File: config.mk
export PLATFORM = sky130hd
export DESIGN_NAME = four_bit_adder
export DESIGN_NICKNAME = d
export VERILOG_FILES = /design/src/rtl/fb_adder_pkg.sv /design/src/rtl/four_bit_adder_full_adder.sv /design/src/rtl/four_bit_adder.sv
export SDC_FILE = /design/constraint.sdc
export NUM_CORES = 1
export LEC_CHECK = 0
export CAP_MARGIN = 20
export CORE_AREA = 2 2 39 41
export CTS_BUF_LIST = sky130_fd_sc_hd__clkbuf_16
export DETAILED_ROUTE_END_ITERATION = 8
export DIE_AREA = 0 0 41 43
export SYNTH_ARGS = -nofsm -noshare
export SYNTH_HDL_FRONTEND = slang
export SYNTH_SLANG_ARGS = --single-unit
File: constraint.sdc
create_clock -name clk -period 2.65 [get_ports clk]
set_input_delay 0.3975 -clock clk [delete_from_list [all_inputs] [get_ports clk]]
set_output_delay 0.3975 -clock clk [all_outputs]
set_load 0.1 [all_outputs]
File: src/rtl/fb_adder_pkg.sv
// Shared constants for the registered 4-bit ripple-carry adder.
package fb_adder_pkg;
  localparam int                  FB_WIDTH    = 4;
  localparam logic [FB_WIDTH-1:0] FB_RST_SUM  = 4'b0000;
  localparam logic                FB_RST_COUT = 1'b0;
endpackage

File: src/rtl/four_bit_adder_full_adder.sv
// One-bit full adder: a single stage of the ripple chain. Purely combinational.
module full_adder (
  input  logic a,
  input  logic b,
  input  logic ci,
  output logic s,
  output logic co
);
  logic w_p;

  assign w_p = a ^ b;
  assign s   = w_p ^ ci;
  assign co  = (a & b) | (ci & w_p);
endmodule

File: src/rtl/four_bit_adder.sv
// Registered 4-bit ripple-carry adder with scalar pins. The result appears one cycle after
// the operands are sampled; there is no enable or handshake, so one result is taken every cycle.
module four_bit_adder
  import fb_adder_pkg::*;
(
  input  logic clk,
  input  logic rst_n,
  input  logic a3,
  input  logic a2,
  input  logic a1,
  input  logic a0,
  input  logic b3,
  input  logic b2,
  input  logic b1,
  input  logic b0,
  input  logic cin,
  output logic s3,
  output logic s2,
  output logic s1,
  output logic s0,
  output logic cout
);
  logic [FB_WIDTH-1:0] w_a;
  logic [FB_WIDTH-1:0] w_b;
  logic [FB_WIDTH-1:0] w_s;
  logic [FB_WIDTH:0]   w_c;
  logic [FB_WIDTH-1:0] r_sum;
  logic                r_cout;

  assign w_a    = {a3, a2, a1, a0};
  assign w_b    = {b3, b2, b1, b0};
  assign w_c[0] = cin;

  for (genvar i = 0; i < FB_WIDTH; i++) begin : g_stage
    full_adder u_fa (
      .a  (w_a[i]),
      .b  (w_b[i]),
      .ci (w_c[i]),
      .s  (w_s[i]),
      .co (w_c[i+1])
    );
  end

  // Reset wins over whatever operands are present at the edge.
  always_ff @(posedge clk) begin
    if (!rst_n) begin
      r_sum  <= FB_RST_SUM;
      r_cout <= FB_RST_COUT;
    end else begin
      r_sum  <= w_s;
      r_cout <= w_c[FB_WIDTH];
    end
  end

  assign {s3, s2, s1, s0} = r_sum;
  assign cout             = r_cout;
endmodule

# Word level (Yosys, flattened, before mapping)
# Cells that the tools add are included.
[word_totals]
inputBits = 11
elab_cells = 22
out_inout_bits = 5
reg_bits = 5
[classes]
bitwise = 20
[ops]
columns = ["cell", "count"]
rows = [
  ["AND 1 bit", 8],
  ["XOR 1 bit", 8],
  ["OR 1 bit", 4],
]

# Depth between registers and ports, before layout
# Gate-level depths: netlist of the first run.
[depth]
ltp_word = 9
ltp_mapped = 8
mapped_depth_nobuf = 8

# Modules after synthesis
# A second synthesis of the first run with hierarchy kept.
[hier_totals]
hier_cells = 14
area_unflattened_um2 = 211.5
[by_module_without_submodules]
columns = ["module", "seq_area_each_um2", "cells_per_inst", "n_inst", "area_per_inst_um2"]
rows = [
  ["four_bit_adder", 100.1, 10, 1, 131.4],
  ["full_adder", 0.0, 1, 4, 20.0],
]

# Worst setup path after synthesis of the first run
# Ideal clock, no wire load.
[synth_path]
path_type = "input to register"
startpoint = "in a0"
endpoint = "reg r_sum[3]"
arrival_ps = 2031
setup_time_ps = 57
setup_slack_ps = 562
n_path_buf = 0
required_time_ps = 2593
path_stages = 8
cell_sequence = "inv_1 fa_1 inv_1 fa_1 fa_1 inv_1 fa_1 and2b_2"
[synth_between]
elab_chain_len = 8
elab_cells_between_ends = 9
cone_classes = "bitwise (9)"
[synth_rtl]
columns = ["item", "line_no", "rtl"]
rows = [
  ["start, declared", "four_bit_adder.sv:11", "input logic a0,"],
  ["XOR 1 bit", "four_bit_adder_full_adder.sv:11", "assign w_p = a ^ b;"],
  ["AND 1 bit", "four_bit_adder_full_adder.sv:13", "assign co = (a & b) | (ci & w_p);"],
  ["OR 1 bit *", "four_bit_adder_full_adder.sv:13", ""],
  ["AND 1 bit *", "four_bit_adder_full_adder.sv:13", ""],
  ["OR 1 bit *", "four_bit_adder_full_adder.sv:13", ""],
  ["AND 1 bit *", "four_bit_adder_full_adder.sv:13", ""],
  ["OR 1 bit *", "four_bit_adder_full_adder.sv:13", ""],
  ["XOR 1 bit *", "four_bit_adder_full_adder.sv:12", "assign s = w_p ^ ci;"],
  ["end signal, assigned", "four_bit_adder.sv:50", "r_sum <= w_s;"],
  ["end, declared", "four_bit_adder.sv:27", "logic [FB_WIDTH-1:0] r_sum;"],
]
# Mark *: on every way between the ends. The rest lies on a longest branch, timed or not.
# A chain may end at the register's enable or synchronous reset.

# Final worst setup path of the first run
# Ends and elaborated chain as after synthesis.

==> metrics, run 1 <==
sw frac=between 20% and 30%; Post-CTS Hold Buffers=0; CP cell instances=clkdlybuf4s50_1 > inv_1 > fa_1 > inv_1 > fa_1 > fa_1 > inv_1 > fa_1 > and2b_2; Yosys warnings=0; Root Driver=clkbuf_16; post-synth top area share=between 40% and 50%; most common cell after layout, fill and taps aside=clkdlybuf4s50_1; CP endpoint kind=flop; DP HPWL=382 µm; combinational power share=25.6%; routed len/inst=7.79 µm; Synth Register Bits=5; worst path buffer plus inverter count=4; fmax=427 MHz; CP max-delay cell=clkdlybuf4s50_1; # Post-CTS Setup Buffers=0; crit share post-route=88.4%; max capacitance violation total=0; Overall Power=440 µW; number of fill cells=153; Synth Instances=21; final WL=436 µm; cts repair resizes=0; data required time at the worst endpoint=2.82 ns; core area=0.00138 mm²; Largest stage delay, worst path=0.39 ns; fin util=35.0%; Detail Route Antenna Nets=0; Seq/Total Area, Yosys=40.4%; pwr dens=909 mW/mm²; Final Hold Viols=0; first-pass GRT wire length=724 µm; Crit Path Category=in -> reg; # diodes=0; worst vdd ir=0.185 mV; CP most frequent cell=fa_1; Slew Viols, Final=0; Clk pwr share=54.9%; initial antenna violation count=0; DR vias/cell=3.45; DRT iter0 DRCs=1; total number of vias=roughly 190; Syn Area/Cell=11.8 µm²; gr usage total=7.59%; worst-path fanout max=1; Top Family by Delay on Critical Path=adder cells; Flop pwr share=19.6%; most frequent cells in the layout=clkdlybuf4s50_1, inv_1, dfxtp_1, buf_4, fa_1; largest net degree at the start of global routing=6; path type of the worst min-delay path=in -> reg; setup_tns=0 ns; router iterations before antenna repair=2; Int Power=315 µW; final setup violating endpoints=0; Pleak=0.237 nW; Die Y=43 µm; Layout area overhead=95.5%; status=finished, final reports clean; unrepaired setup endpoints after global routing=false; GP Congestion=0.607; top post-synthesis cells by area=dfxtp_1, fa_1, inv_1; number of buffers created by CTS=3; H-tree depth=1; residual DRC count=0; Worst setup SP type=primary input; mapped cell area=248 µm²; vias in the first global route=201; measured slew at the worst slew-check pin=between 0.2 and 0.3 ns; largest area contributor in the netlist=dfxtp_1; fraction of layout cells with a size suffix above 1=32.5%; Tmin final=2.34 ns; CTS tree=done; worst path arrival time=2.51 ns; Relative slew margins=between 80% and 90%; clock buffer depth=2; row count=14; Final nets=56; Port Buf Inserts=15; total die area=0.00176 mm²; total gr overflow=0; Psw=125 µW; syn_nets=36; clock slew at reported path FFs=0.03 ns; Initial Utilization=17.9%; io pins=16; synth unique cells=5; CTS sink cnt=5; chip width=41 µm
## layer usage
metal	wire (µm)	track usage, %
met4	40	14.0
met3	50	1.57
met5	0	0
met2	207	10.9
met1	138	5.28
## cell families after synthesis
logic type | share of synthesized area [%]
adder cells (fa/ha/maj) | 32.3
AND/OR/NAND/NOR | 16.7
buffers and inverters | 10.6
flip-flops | 40.4
## synthesized netlist by cell type
library cell  count
and2b_2           3
dfxtp_1           5
fa_1              4
and2_2            2
inv_1             7
## power groups by stage
stage	combinational, mW	clock, mW	sequential (mW)
CTS	0.114	0.246	0.0864
global route	0.122	0.248	0.0867
finish	0.113	0.242	0.0863
global placement	0.113	0	0.0875
detailed placement	0.114	0	0.0874
floorplan	0.0176	0	0.150
## state kept, by name (all words and copies together) (netlist names)
name / flops
r_sum: 4
cout: 1
## stage by stage
step | hold WS [ns] | setup WS [ns] | cells | instance area, µm²
finish | 0.862 | 0.308 | 56 | 484
global route | 0.919 | 0.159 | 56 | 484
CTS | 0.873 | 0.290 | 56 | 484
detailed placement | 0.895 | 0.0583 | 52 | 405
global placement | 0.895 | 0.0897 | 52 | 405
floorplan | 0.534 | 0.562 | 21 | 248
## path summary, 6_finish.rpt
| kind | start | endpoint | cells past startpoint |
|---|---|---|---|
| hold / removal | rst_n | r_sum[1]$_SDFF_PN0_ | 2 |
| setup / recovery | a0 | r_sum[3]$_SDFF_PN0_ | 9 |
## layout make-up
cell class	instances	area [µm²]	share of cell area, %
well taps	16	20.0	4.13
clock buffers	3	75.1	15.5
clock inverters	1	3.75	0.775
inverters	7	26.3	5.43
flip-flops and latches	5	100	20.7
multi-input cells	9	121	25.1
repair buffers	15	138	28.4
(Power assumes the default switching activity.)
==> run 2, diff against run 1 <==
--- a/config.mk
+++ b/config.mk
@@ -10,6 +10,8 @@
 export CTS_BUF_LIST = sky130_fd_sc_hd__clkbuf_16
 export DETAILED_ROUTE_END_ITERATION = 8
 export DIE_AREA = 0 0 41 43
+export SETUP_SLACK_MARGIN = 0.02
+export SLEW_MARGIN = 10
 export SYNTH_ARGS = -nofsm -noshare
 export SYNTH_HDL_FRONTEND = slang
 export SYNTH_SLANG_ARGS = --single-unit
==> results of run 2 <==
The final DEF is identical to that of run 1; final timing and power are the same.
